<file path="src/rtl/pc_redirect_ctrl.sv">
// Multicycle sequencer for control-flow PC updates (J, JAL, BEQ, BNE, JR, JALR):
// latches the request, decodes it, optionally writes the link register, then commits the new PC.
module pc_redirect_ctrl #(
  parameter int CNT_W = 16
) (
  input  logic             clk,
  input  logic             reset,
  input  logic             start,
  input  logic [5:0]       opcode,
  input  logic [5:0]       funct,
  input  logic [4:0]       rd,
  input  logic             alu_zero,
  input  logic [31:0]      pc_in,
  input  logic [31:0]      jump_target,
  input  logic [31:0]      branch_target,
  input  logic [31:0]      rs_value,
  output logic             busy,
  output logic             done,
  output logic             pc_write,
  output logic [1:0]       pc_src,
  output logic [31:0]      pc_next,
  output logic             link_write,
  output logic [4:0]       link_addr,
  output logic [31:0]      link_data,
  output logic             illegal,
  output logic             misaligned,
  output logic [CNT_W-1:0] redirect_count
);

  typedef enum logic [1:0] {
    S_IDLE   = 2'd0,
    S_EVAL   = 2'd1,
    S_LINK   = 2'd2,
    S_COMMIT = 2'd3
  } state_e;

  state_e           state_q;
  logic [5:0]       op_q, funct_q;
  logic [4:0]       rd_q;
  logic             zero_q, taken_q;
  logic [31:0]      pc_q, jt_q, bt_q, rs_q;
  logic             busy_q, done_q, pc_write_q, link_write_q, illegal_q, misaligned_q;
  logic [1:0]       pc_src_q;
  logic [31:0]      pc_next_q, link_data_q;
  logic [4:0]       link_addr_q;
  logic [CNT_W-1:0] count_q;

  logic [1:0]  src_d;
  logic        taken_d, link_d, illegal_d, mis_d;
  logic [31:0] pc_next_d;
  logic [4:0]  link_addr_d;

  // Decode of the latched instruction fields; only consumed in EVAL.
  always_comb begin
    src_d     = 2'd0;
    taken_d   = 1'b0;
    link_d    = 1'b0;
    illegal_d = 1'b0;
    mis_d     = 1'b0;
    case (op_q)
      6'h02: begin src_d = 2'd2; taken_d = 1'b1; end
      6'h03: begin src_d = 2'd2; taken_d = 1'b1; link_d = 1'b1; end
      6'h04: begin
        if (zero_q) begin src_d = 2'd1; taken_d = 1'b1; end
        else        begin src_d = 2'd0; taken_d = 1'b0; end
      end
      6'h05: begin
        if (!zero_q) begin src_d = 2'd1; taken_d = 1'b1; end
        else         begin src_d = 2'd0; taken_d = 1'b0; end
      end
      6'h00: begin
        case (funct_q)
          6'h08, 6'h09: begin
            if (rs_q[1:0] != 2'b00) begin
              mis_d = 1'b1;
            end else begin
              src_d   = 2'd3;
              taken_d = 1'b1;
              // JALR to $zero has nothing to link, so LINK is skipped.
              link_d  = (funct_q == 6'h09) && (rd_q != 5'd0);
            end
          end
          default: illegal_d = 1'b1;
        endcase
      end
      default: illegal_d = 1'b1;
    endcase

    case (src_d)
      2'd1:    pc_next_d = bt_q;
      2'd2:    pc_next_d = jt_q;
      2'd3:    pc_next_d = rs_q;
      default: pc_next_d = pc_q;
    endcase

    if (op_q == 6'h03) link_addr_d = 5'd31;
    else               link_addr_d = rd_q;
  end

  // Sequencer state, request latches and all registered outputs.
  always_ff @(posedge clk or posedge reset) begin
    if (reset) begin
      state_q      <= S_IDLE;
      op_q         <= 6'd0;
      funct_q      <= 6'd0;
      rd_q         <= 5'd0;
      zero_q       <= 1'b0;
      taken_q      <= 1'b0;
      pc_q         <= 32'd0;
      jt_q         <= 32'd0;
      bt_q         <= 32'd0;
      rs_q         <= 32'd0;
      busy_q       <= 1'b0;
      done_q       <= 1'b0;
      pc_write_q   <= 1'b0;
      link_write_q <= 1'b0;
      illegal_q    <= 1'b0;
      misaligned_q <= 1'b0;
      pc_src_q     <= 2'd0;
      pc_next_q    <= 32'd0;
      link_data_q  <= 32'd0;
      link_addr_q  <= 5'd0;
      count_q      <= {CNT_W{1'b0}};
    end else begin
      case (state_q)
        S_IDLE: begin
          if (start) begin
            op_q         <= opcode;
            funct_q      <= funct;
            rd_q         <= rd;
            zero_q       <= alu_zero;
            pc_q         <= pc_in;
            jt_q         <= jump_target;
            bt_q         <= branch_target;
            rs_q         <= rs_value;
            link_data_q  <= pc_in;
            illegal_q    <= 1'b0;
            misaligned_q <= 1'b0;
            busy_q       <= 1'b1;
            state_q      <= S_EVAL;
          end
        end
        S_EVAL: begin
          pc_src_q     <= src_d;
          pc_next_q    <= pc_next_d;
          taken_q      <= taken_d;
          illegal_q    <= illegal_d;
          misaligned_q <= mis_d;
          link_addr_q  <= link_addr_d;
          if (link_d) begin
            link_write_q <= 1'b1;
            state_q      <= S_LINK;
          end else begin
            done_q     <= 1'b1;
            pc_write_q <= taken_d;
            if (taken_d) count_q <= count_q + {{(CNT_W-1){1'b0}}, 1'b1};
            state_q    <= S_COMMIT;
          end
        end
        S_LINK: begin
          link_write_q <= 1'b0;
          done_q       <= 1'b1;
          pc_write_q   <= taken_q;
          if (taken_q) count_q <= count_q + {{(CNT_W-1){1'b0}}, 1'b1};
          state_q      <= S_COMMIT;
        end
        S_COMMIT: begin
          done_q     <= 1'b0;
          pc_write_q <= 1'b0;
          busy_q     <= 1'b0;
          state_q    <= S_IDLE;
        end
        default: begin
          state_q <= S_IDLE;
          busy_q  <= 1'b0;
        end
      endcase
    end
  end

  assign busy           = busy_q;
  assign done           = done_q;
  assign pc_write       = pc_write_q;
  assign pc_src         = pc_src_q;
  assign pc_next        = pc_next_q;
  assign link_write     = link_write_q;
  assign link_addr      = link_addr_q;
  assign link_data      = link_data_q;
  assign illegal        = illegal_q;
  assign misaligned     = misaligned_q;
  assign redirect_count = count_q;

endmodule
</file>
<file path="config.mk">
export PLATFORM = sky130hd
export DESIGN_NAME = pc_redirect_ctrl
export DESIGN_NICKNAME = d
export VERILOG_FILES = /design/src/rtl/pc_redirect_ctrl.sv
export SDC_FILE = /design/constraint.sdc
export NUM_CORES = 1
export LEC_CHECK = 0
export ABC_AREA = 1
export CAP_MARGIN = 5
export CORE_ASPECT_RATIO = 1.2
export CORE_MARGIN = 8
export CORE_UTILIZATION = 25
export CTS_BUF_LIST = sky130_fd_sc_hd__clkbuf_4 sky130_fd_sc_hd__clkbuf_8
export DETAILED_ROUTE_END_ITERATION = 16
export DONT_BUFFER_PORTS = 1
export PLACE_DENSITY_LB_ADDON = 0.1
export SYNTH_ARGS = -nofsm -noshare
export SYNTH_HDL_FRONTEND = slang
export SYNTH_SLANG_ARGS = --single-unit
</file>
<file path="constraint.sdc">
create_clock -name clk -period 8.2 [get_ports clk]
set_input_delay 1.64 -clock clk [delete_from_list [all_inputs] [get_ports clk]]
set_output_delay 1.64 -clock clk [all_outputs]
set_load 0.03 [all_outputs]
</file>
==> flow_summary.toml <==
[drt]
drt_drc_violations_left = 0
antenna_left = 0
drt_iter0_drc = 417
detail_routed_via_count_per_cell = 4.42
drt-wirelength-per-cell_um = 19.3
vias = 7423
drt_pass1_iterations = 5
postRouteWirelength_um = 32400

[placement]
dp_hpwl_um = 20700
port-buffer-count = 0
dp.cells = 1607
place_congestion = 0.723
detailed_place.area_mm2 = 0.00984

[synth]
ys_seq_area_frac = 0.558
netlist_area_mm2 = 0.00941
synth_edf_count = 0
yosys_warnings = 0
count_of_different_cell_masters_after_synthesis = 33
async_flop_share = 1.00
syn_nets = 1336
postSynth.topFlopCell = "dfrtp_1"
synth-seq-cells = 210
synthesis.area_per_instance_um2 = 7.98
post_synth_inst_count = 1180

[finish]
final-seq-area_mm2 = 0.00526
area_growth_syn_to_layout_pct = 13.9
final_design_area_no_fill_mm2 = 0.0107
layout.core_utilization = 0.286
layout.filler_cells = 4193
design.final.nets = 1325
final_cells = 1680
drive_above_1_share = 0.0835
multiInputGateArea_mm2 = 0.00366
most-common-layout-cells = "nand2_1, dfrtp_1, nand3_1"
mostFrequentLayoutCell = "nand2_1"

[grt]
grt.overflow.total = 0
grt_antenna_before_repair = 3
vias_in_the_first_global_route = 7851
grt_pass1_wl_um = 49300
globalRouteTotalUtil = 0.146
pin_count_of_the_biggest_net_entering_global_routing = 98

[sta]
final-hold-violation-count = 0
timing.final.setup_violations = 0
period_share = 0.416
tightest_slew_ps = 927
rsz0062_at_grt = "no"
sum_neg_setup_slack_ps = 0
fmaxAchievable_ghz = 0.293
worst_clock_skew_ps = 15.5
timing_max_transition_violations_final = 0
slew_headroom = 0.382
timing.final.crit_period_ps = 3410

[cts]
cts_resized = 0
h-tree-depth = 2
post_cts_hold_buffer_count = 0
cts_tree = "built"
cts.sink_count = 210
clock_tree.buffer_depth = 3
clkTransAtPathRegs_ps = 60
library_cell_used_as_clock_root_buffer = "clkbuf_8"
post_cts.repair.setup_buffers = 0
insertion_delay_ps = 550
tritoncts.num_buffers = 40

[power]
largest_voltage_drop_on_the_vdd_net_mv = 0.174
leakage_uw = 0.00542
pwr_density_cell_mw_per_mm2 = 428
total_power_uw = 4590

[floorplanning]
core_area_mm2 = 0.0375
initial_core_util = 0.251
die_width_um = 193
floorplan.die.height_um = 229
floorplan.die_area_mm2 = 0.0441
placement_rows = 78
io_pins = 242

[setup_path]
critPathCaptureType = "flop"
critical_path_arrival_ps = 3800
timing.critical_path.buf_inv = 2
worstSetupPathType = "input port to flop"
cpLargestDelayFamily = "buffers and inverters"
crit_path_top_delay_cell = "buf_4"
worst_path_cell_chain = "nand2_4, inv_6, buf_4, o21ai_0"
timing.critical_path.slowest_cell_delay_ps = 820
worstPathRequired_ps = 8590
critPathLaunchType = "input port"
worstPathMaxFanout = 97

[status]
result_of_the_run = "completed"

[min_path]
hold_path.class = "flop to flop"

[job]
maxCapViolCount = 0
## cell usage after synthesis (5+ instances only)
cell type / count / share of area
a21oi_1: 6 / 0.0032
buf_1: 5 / 0.0020
buf_2: 10 / 0.0053
buf_4: 6 / 0.0048
clkbuf_1: 39 / 0.016
dfrtp_1: 210 / 0.56
ha_1: 7 / 0.0093
inv_1: 62 / 0.025
nand2_1: 557 / 0.22
nand3_1: 72 / 0.038
nand4_1: 20 / 0.013
nor2_1: 64 / 0.026
o21ai_0: 48 / 0.026
o21ai_1: 33 / 0.018
xnor2_1: 5 / 0.0047
xor2_1: 6 / 0.0056
## flip-flops by register name, summed over array words and instances, names as in the netlist
register	cells
rd_q	5
state_q	2
redirect_count	16
link_addr	5
jt_q	32
funct_q	6
pc_next	32
pc_write	1
busy	1
misaligned	1
done	1
link_data	32
rs_q	32
pc_src	2
taken_q	1
zero_q	1
bt_q	32
link_write	1
op_q	6
illegal	1
## metrics by stage
step                hold WS (ps)  setup WS (ps)
floorplan                    444            822
finish                       477           4790
detailed placement           465           4160
global route                 496           4550
CTS                          481           4820
global placement             463           4180
## worst reg2reg max path: cells and delay by family, from the launching register on
family	cells	cell delay [ps]
DFF	1	430
AOI/OAI and AO/OA	1	240
buffers and inverters	3	1750
adders and majority gates	1	300
and+or+nand+nor	1	400
## logic make-up (layout without fill, tap and decap cells)
kind of cell	Yosys count	after routing	share of synthesized area
AOI/OAI and AO/OA	95	95	0.0524
xor gates and xnor gates	12	12	0.0120
adders and majority gates	7	7	0.00930
buffers and inverters	129	146	0.0560
DFF	210	210	0.558
other	0	3	0
and+or+nand+nor	727	727	0.312
## area by class of cell
type,count,area share
inverter,68,0.0250
multi-input combinational,841,0.341
tap,480,0.0560
antenna,3,0.000700
sequential,210,0.490
timing repair buffer,8,0.00560
clock buffer,70,0.0811
## power breakdown
| group | switching (µW) | internal (µW) |
|---|---|---|
| logic | 893 | 390 |
| registers | 683 | 1490 |
| clock network | 469 | 659 |
| total | 2050 | 2540 |
## worst paths after layout
path | startpoint | endpoint | slack (ps) | depth (start not counted)
setup / recovery | start | link_data[7]$_DFFE_PP0P_ | 4790 | 4
hold / removal | bt_q[14]$_DFFE_PP0P_ | bt_q[14]$_DFFE_PP0P_ | 480 | 2
setup reg to reg | state_q[0]$_DFFE_PP0P_ | link_data[7]$_DFFE_PP0P_ | 4930 | 6
hold reg to reg | bt_q[14]$_DFFE_PP0P_ | bt_q[14]$_DFFE_PP0P_ | 480 | 2
max in group asynchronous | reset | bt_q[22]$_DFFE_PP0P_ | 5760 | 2
min in group asynchronous | reset | link_data[30]$_DFFE_PP0P_ | 1050 | 1
## layer usage
metal	wire length (µm)	GRT usage	vias up	part of all wire
li1	-	-	3673	-
met1	13900	0.176	3521	0.43
met2	15500	0.243	179	0.48
met3	2290	0.0473	50	0.071
met4	731	0.0460	0	0.023
met5	0	0	-	0
Power figures use the tool's default switching activity.
